File: src/rtl/mux_arb_pkg.sv
// Shared constants, state encoding and channel-increment helper for the 4:1 mux select arbiter.
package mux_arb_pkg;

  localparam int NUM_CH = 4;
  localparam int SEL_W  = 2;

  typedef enum logic {
    ST_IDLE  = 1'b0,
    ST_GRANT = 1'b1
  } state_e;

  // Next channel in round-robin order; channel 3 wraps to 0 through the SEL_W-bit result.
  function automatic logic [SEL_W-1:0] next_ch(input logic [SEL_W-1:0] ch);
    return ch + 1'b1;
  endfunction

endpackage

File: src/rtl/mux_select_arbiter_rr_pick.sv
// Combinational round-robin picker: first set request at or after ptr, wrapping modulo NUM_CH.
module rr_pick
  import mux_arb_pkg::*;
(
  input  logic [NUM_CH-1:0] req,
  input  logic [SEL_W-1:0]  ptr,
  output logic              any,
  output logic [SEL_W-1:0]  idx,
  output logic [NUM_CH-1:0] onehot
);

  logic [SEL_W-1:0] cand;

  always_comb begin
    any    = |req;
    idx    = '0;
    cand   = '0;
    onehot = '0;
    // Walk from lowest to highest priority so the last hit is the winner.
    for (int k = NUM_CH - 1; k >= 0; k--) begin
      cand = ptr + SEL_W'(k);
      if (req[cand]) idx = cand;
    end
    if (any) onehot[idx] = 1'b1;
  end

endmodule

File: src/rtl/mux_select_arbiter.sv
// Round-robin arbiter driving the 4:1 mux select lines with a valid/ready handshake.
// Optional stall timeout enabled by defining MUX_ARB_TIMEOUT_EN.
module mux_select_arbiter
  import mux_arb_pkg::*;
#(
  parameter int TIMEOUT_CYCLES = 16
) (
  input  logic              clk,
  input  logic              reset,
  input  logic [NUM_CH-1:0] req,
  input  logic              out_ready,
  output logic              out_valid,
  output logic              address0,
  output logic              address1,
  output logic [NUM_CH-1:0] grant,
  output logic              timeout
);

  if (TIMEOUT_CYCLES < 1) begin : g_bad_timeout
    $error("TIMEOUT_CYCLES must be at least 1");
  end

  state_e            state_q;
  logic [SEL_W-1:0]  ptr_q;
  logic [SEL_W-1:0]  sel_q;
  logic              vld_q;
  logic [NUM_CH-1:0] grant_q;

  logic              handshake;
  logic [SEL_W-1:0]  pick_ptr_d;
  logic              pick_any;
  logic [SEL_W-1:0]  pick_idx;
  logic [NUM_CH-1:0] pick_onehot;

  // On a handshake the picker already sees the advanced pointer, enabling back-to-back grants.
  assign handshake  = (state_q == ST_GRANT) && out_ready;
  assign pick_ptr_d = handshake ? next_ch(sel_q) : ptr_q;

  rr_pick u_pick (
    .req    (req),
    .ptr    (pick_ptr_d),
    .any    (pick_any),
    .idx    (pick_idx),
    .onehot (pick_onehot)
  );

`ifdef MUX_ARB_TIMEOUT_EN
  localparam int CNT_W = $clog2(TIMEOUT_CYCLES + 1);
  logic [CNT_W-1:0] stall_cnt_q;
  logic             timeout_q;
  assign timeout = timeout_q;
`else
  assign timeout = 1'b0;
`endif

  always_ff @(posedge clk) begin
    if (reset) begin
      state_q     <= ST_IDLE;
      ptr_q       <= '0;
      sel_q       <= '0;
      vld_q       <= 1'b0;
      grant_q     <= '0;
`ifdef MUX_ARB_TIMEOUT_EN
      stall_cnt_q <= '0;
      timeout_q   <= 1'b0;
`endif
    end else begin
`ifdef MUX_ARB_TIMEOUT_EN
      timeout_q <= 1'b0;
`endif
      case (state_q)
        ST_IDLE: begin
          if (pick_any) begin
            state_q <= ST_GRANT;
            vld_q   <= 1'b1;
            sel_q   <= pick_idx;
            grant_q <= pick_onehot;
`ifdef MUX_ARB_TIMEOUT_EN
            stall_cnt_q <= '0;
`endif
          end
        end
        ST_GRANT: begin
          if (out_ready) begin
            ptr_q <= next_ch(sel_q);
`ifdef MUX_ARB_TIMEOUT_EN
            stall_cnt_q <= '0;
`endif
            if (pick_any) begin
              sel_q   <= pick_idx;
              grant_q <= pick_onehot;
            end else begin
              state_q <= ST_IDLE;
              vld_q   <= 1'b0;
              sel_q   <= '0;
              grant_q <= '0;
            end
          end
`ifdef MUX_ARB_TIMEOUT_EN
          else if (stall_cnt_q == CNT_W'(TIMEOUT_CYCLES - 1)) begin
            // Abandon the stalled grant; the winner drops to lowest priority.
            timeout_q   <= 1'b1;
            state_q     <= ST_IDLE;
            vld_q       <= 1'b0;
            sel_q       <= '0;
            grant_q     <= '0;
            ptr_q       <= next_ch(sel_q);
            stall_cnt_q <= '0;
          end else begin
            stall_cnt_q <= stall_cnt_q + 1'b1;
          end
`endif
        end
        default: state_q <= ST_IDLE;
      endcase
    end
  end

  assign out_valid = vld_q;
  assign address0  = sel_q[1];
  assign address1  = sel_q[0];
  assign grant     = grant_q;

endmodule

File: config.mk
export PLATFORM = sky130hd
export DESIGN_NAME = mux_select_arbiter
export DESIGN_NICKNAME = d
export VERILOG_FILES = /design/src/rtl/mux_arb_pkg.sv /design/src/rtl/mux_select_arbiter_rr_pick.sv /design/src/rtl/mux_select_arbiter.sv
export SDC_FILE = /design/constraint.sdc
export NUM_CORES = 1
export LEC_CHECK = 0
export ABC_AREA = 1
export CAP_MARGIN = 20
export CORE_MARGIN = 3
export CORE_UTILIZATION = 51
export CTS_BUF_LIST = sky130_fd_sc_hd__clkbuf_4 sky130_fd_sc_hd__clkbuf_8
export DETAILED_ROUTE_END_ITERATION = 16
export HOLD_SLACK_MARGIN = 0.05
export PLACE_DENSITY = 0.8
export SLEW_MARGIN = 0
export SYNTH_ARGS = -nofsm -noshare
export SYNTH_HDL_FRONTEND = slang
export SYNTH_SLANG_ARGS = --single-unit
File: constraint.sdc
create_clock -name clk -period 1.7 [get_ports clk]
set_input_delay 0.34 -clock clk [delete_from_list [all_inputs] [get_ports clk]]
set_output_delay 0.34 -clock clk [all_outputs]
set_load 0.02 [all_outputs]
After elaboration in Yosys (flattened, before gate mapping)
Cells that the tools add are included.
{ "totals": {"register_bits": 10, "in_bits": 7, "output_inout_bits": 8, "word_cells": 55} }
{ "classes": {"addsub": 4, "order_cmp": 6, "eq_ne": 3, "mux": 30, "n_bitwise": 1, "n_reduce_logical": 6} }
{ "op_table": {"columns": ["op", "n"], "rows": [
  ["two-way mux 2 bit", 8],
  ["less-than comparator 2 x 3 -> 1 bit (second input constant)", 5],
  ["two-way mux 4 bit", 3],
  ["two-way mux 1 bit", 10],
  ["binary-select mux 1 bit (select 2 bit)", 4],
  ["case mux 4 bit (2 select lines)", 1],
  ["!= test 2 bit (second input constant)", 3],
  ["adder 2 x 1 -> 2 bit (second input constant)", 2],
  ["adder 2 bit (second input constant)", 2],
  ["case mux 1 bit (2 select lines)", 2],
  ["case mux 2 bit (2 select lines)", 1],
  ["AND reduction 2 bit", 2],
  ["OR reduction 4 bit", 1],
  ["AND reduction 3 bit", 1],
  ["demux 1 bit (select 2 bit)", 1],
  ["greater-or-equal comparator 2 x 1 -> 1 bit (second input constant)", 1],
  ["logical AND 1 bit", 2],
  ["NOT 1 bit", 1]
]} }

Depth between registers and ports, before layout
Gate-level depths: netlist of the first run.
{ "depth": {"ltp_word": 16, "depth_mapped": 14, "depth_no_buf": 14} }

Modules after synthesis
From an unflattened synthesis of the first run, not the netlist that was laid out.
{ "unflattened": {"cells_unflattened": 118, "hier_area_um2": 720.7} }
{ "modules_own_cells": {"columns": ["module", "instances", "cells_each", "area_per_inst_um2", "seq_area_each_um2"], "rows": [
  ["mux_select_arbiter", 1, 71, 493.0, 200.2],
  ["rr_pick", 1, 47, 227.7, 0.0]
]} }

Worst setup path before layout of the first run
OpenSTA, ideal clock, no wires.
{ "synth_timing": {"path_type": "reg2reg", "start": "reg sel_q[0]", "end": "reg grant_q[2], in the netlist grant[2]", "setup_time_ns": 0.126, "arrival_time_ns": 1.447, "required_ns": 1.574, "setup_slack_ns": 0.127, "stages_incl_launch_ff": 11, "n_path_buf": 0, "synth_period_minus_slack_ns": 1.573, "path_cell_list": "dfxtp_1 > nand3_2 > nand2_4 > nand2_1 > nand2_1 > nand3_2 > and2_1 > a21oi_1 > nor2_1 > nor2_1 > nor2_1"} }
{ "synth_between": {"elab_chain_cells": 16, "word_cells_on_any_way": 26, "cone_classes": "add/sub: 4; order compare: 2; mux: 19; reduce/logical: 1"} }
{ "synth_rtl": {"columns": ["item", "line_no", "source"], "rows": [
  ["start, declared", "mux_select_arbiter.sv:25", "logic [SEL_W-1:0] sel_q;"],
  ["start signal, assigned", "mux_select_arbiter.sv:76", "sel_q <= pick_idx;"],
  ["start signal, assigned", "mux_select_arbiter.sv:90", "sel_q <= pick_idx;"],
  ["adder 2 x 1 -> 2 bit (*)", "mux_arb_pkg.sv:14", "return ch + 1'b1;"],
  ["two-way mux 2 bit (*)", "mux_select_arbiter.sv:37", "assign pick_ptr_d = handshake ? next_ch(sel_q) : ptr_q;"],
  ["adder 2 bit", "mux_select_arbiter_rr_pick.sv:21", "cand = ptr + SEL_W'(k);"],
  ["binary-select mux 1 bit (select 2 bit)", "mux_select_arbiter_rr_pick.sv:22", "if (req[cand]) idx = cand;"],
  ["two-way mux 1 bit (not written as such)", "mux_select_arbiter_rr_pick.sv:22", null],
  ["two-way mux 2 bit (3 in a row)", "mux_select_arbiter_rr_pick.sv:22", null],
  ["two-way mux 2 bit (*)", "mux_select_arbiter_rr_pick.sv:22", null],
  ["less-than comparator 2 x 3 -> 1 bit (not written as such) / greater-or-equal comparator 2 x 1 -> 1 bit (equally long branches)", "mux_select_arbiter_rr_pick.sv:24", "if (any) onehot[idx] = 1'b1;"],
  ["logical AND 1 bit (not written as such)", "mux_select_arbiter_rr_pick.sv:24", null],
  ["two-way mux 1 bit (not written as such)", "mux_select_arbiter_rr_pick.sv:24", null],
  ["demux 1 bit (select 2 bit) (*)", null, null],
  ["two-way mux 4 bit", "mux_select_arbiter.sv:89", "if (pick_any) begin"],
  ["two-way mux 4 bit", "mux_select_arbiter.sv:84", "if (out_ready) begin"],
  ["case mux 4 bit (2 select lines) (*)", "mux_select_arbiter.sv:71", "case (state_q)"],
  ["end signal, assigned", "mux_select_arbiter.sv:77", "grant_q <= pick_onehot;"],
  ["end signal, assigned", "mux_select_arbiter.sv:91", "grant_q <= pick_onehot;"],
  ["end, declared", "mux_select_arbiter.sv:27", "logic [NUM_CH-1:0] grant_q;"]
]} }
Mark *: on every way between the ends. The rest lies on a longest branch, timed or not. The select of a mux whose other input is x is not followed.
A chain may end at the register's enable or synchronous reset.

Final worst setup path of the first run
{ "layout_timing": {"start": "reg sel_q[0]", "end": "out address1"} }
{ "layout_rtl": {"columns": ["item", "line_no", "source"], "rows": [
  ["end, declared", "mux_select_arbiter.sv:14", "output logic address1,"]
]} }
No word-level cell between the ends.

==> out/results.ini, run 1 <==
[final_layout]
finalNetCount=142
multi_input_area_um2=458
syn2layout_area_growth_pct=38.7
fill_cells=96
final_util=0.805
n_antenna_cell=0
final_cell_mix=nand2_1, nor2_1, inv_1, clkdlybuf4s50_1
drive_gt1_frac=0.246
final_common_cell=nand2_1
stdcell_count=148
ff_latch_area_um2=208

[synthesis]
yosys.area.top_type=dfxtp_1
synth.top_cell.area_share=0.291
synth.distinct_cells=17
synth.cell_area_um2=688
ys_warn_count=0
synth_area_per_cell_um2=6.14
ys_ff_latch=10
synthCells=112
ys_seq_area_frac=0.291
synth_nets=119
synth_area_leaders=dfxtp_1, nand2_1, nand3_2, nor2_1, inv_1

[pwr]
clkPwrFrac=0.259
worst_ir_drop_vdd_mv=0.572
intPower_mw=0.534
p_switching_mw=0.311
powerDensity_nw_per_um2=886
swShare=0.368
power.leakage_nw=0.492
sequentialPowerShare=0.334
combPwrFrac=0.407

[timing]
clock_skew_ns=0.00339
finalCritPeriodShare=0.941
layout_min_cycle_time_ns=1.60
fmax_mhz=625
hold_viol=0
setup_viol=0
grt_setup_unrepaired=no
slew_viol_final=0

[route]
post_drt_wl_per_cell_um=10.7
drc_errors=0
routed-via-count=735
dr.pass1.iters=4
antenna_left=0
via_per_inst=4.97
initialDrtViolationCount=8
drt-total-wl_mm=1.59

[die]
start_util=0.580
die_w_um=42.7
ioPinCount=15
dieHeight_um=42.7
row_count=12
die_area_um2=1830
core_um2=1190

[cts]
clk_latency_ns=0.27
numClockSinks=10
h-tree-depth=1
cts-root-buf=clkbuf_4
cts_buffer_depth=2
holdBufCountCts=0
cts_tree=yes
clk_pin_slew_ns=0.07
cts-buffers-inserted=3
cts_setup_buffers=0

[setup_path]
startpoint=sel_q[0]
cpPeakStageDelay_ns=0.61
path_cells=clkdlybuf4s50_1
reg2reg_depth=13
critPathKind=flop to output pin
r2r-end=grant[0]
crit_end=address1
cp_top_family=buffers and inverters
crit_path_end_kind=output pin
r2r_slack_ns=0.19
crit_fanout=5
crit_path_top_delay_cell=clkdlybuf4s50_1
cp.arrival_ns=1.26
critPathLaunchType=flop
crit_required_ns=1.36
timing.rr.start=sel_q[0]
crit_buf_inv=1
cp.depth=1

[global_route]
grtUsageTotal=0.192
grt_max_degree=8
grt-ovfl-total=0
grt_antenna_before_repair=0
grt_pass1_wl_mm=2.79
grt_pass1_vias=722

[placed_design]
dpl.cell_count=144
gp_congestion=0.895
numPortBuffers=13
dp_hpwl_mm=1.18

[hold_path]
hp-class=flop to flop

[run_status]
status=finished, final reports clean

[flow_run]
cap_violations=0

## stage by stage
stage	total power, mW	worst slack [ns]	setup TNS [ns]	instance area (µm²)	hold WS, ns
6_report	0.846	0.0999	0	955	0.475
5_1_grt	0.903	0.0131	0	955	0.503
4_1_cts	0.838	0.0272	0	916	0.483
3_5_place_dp	0.615	-0.402	-2.17	877	0.456
2_1_floorplan	0.505	0.127	0	688	0.514
3_3_place_gp	0.610	-0.373	-1.86	877	0.453
## synth_stat cells, drive strengths merged
cell    instances
a21oi           6
and2            1
buf             2
clkinv          1
conb            1
dfxtp          10
inv            12
nand2          45
nand3          15
nor2           16
nor4            1
o21ai           2
## final cells by class
cell class / instances / area share
inverter: 13 / 0.0524
sequential: 10 / 0.218
clock buffer: 4 / 0.0380
tap: 14 / 0.0183
multi-input combinational: 87 / 0.480
timing repair buffer: 20 / 0.194
## cell families after synthesis
group | count (synthesis) | share of synthesized area
simple gates | 78 | 0.556
buf+inv | 15 | 0.0891
flops | 10 | 0.291
compound gates | 8 | 0.0582
other cells | 1 | 0.00545
## worst min-delay path: stages, from the launching register on
cell and delay [ns]:
dfxtp_1 0.31, nand2_1 0.06, a21oi_1 0.06
## repair_timing
action,in CTS,in global routing
resized for setup,2,14
pin swaps,0,1
setup endpoints to repair,6,7
## layer usage
layer / up-vias / share of wire / global-route usage
met3: 3 / 0.049 / 0.0508
met5: - / 0 / 0
met1: 326 / 0.50 / 0.262
met4: 0 / 0.012 / 0.0621
li1: 390 / - / -
met2: 16 / 0.43 / 0.290
## worst min-delay path by stage
stage	from	endpoint	slack (ns)	cells after the start
final	grant[3]	grant[3]	0.47	2
after global routing	grant[3]	grant[3]	0.50	2
after CTS	grant[3]	grant[3]	0.48	2
after detailed placement	grant[1]	grant[1]	0.46	2
after global placement	grant[3]	grant[3]	0.45	2
after floorplan	out_ready	state_q	0.51	3
## state kept, by name, summed over array words and instances, names as in the netlist
register,cells
grant,4
out_valid,1
ptr_q,2
sel_q,2
state_q,1
## power by group through the flow
| stage | logic [mW] | clock network (mW) | registers (mW) |
|---|---|---|---|
| after global routing | 0.385 | 0.232 | 0.286 |
| after floorplan | 0.194 | 0 | 0.310 |
| after detailed placement | 0.330 | 0 | 0.285 |
| after CTS | 0.337 | 0.221 | 0.280 |
| final | 0.344 | 0.219 | 0.283 |
| after global placement | 0.325 | 0 | 0.285 |
Power figures use the tool's default switching activity.
==> inputs of run 2 (changes only) <==
- CTS_CLUSTER_SIZE: not set -> 24
==> results of run 2 <==
Final layout, timing and power as in run 1 (identical DEF).
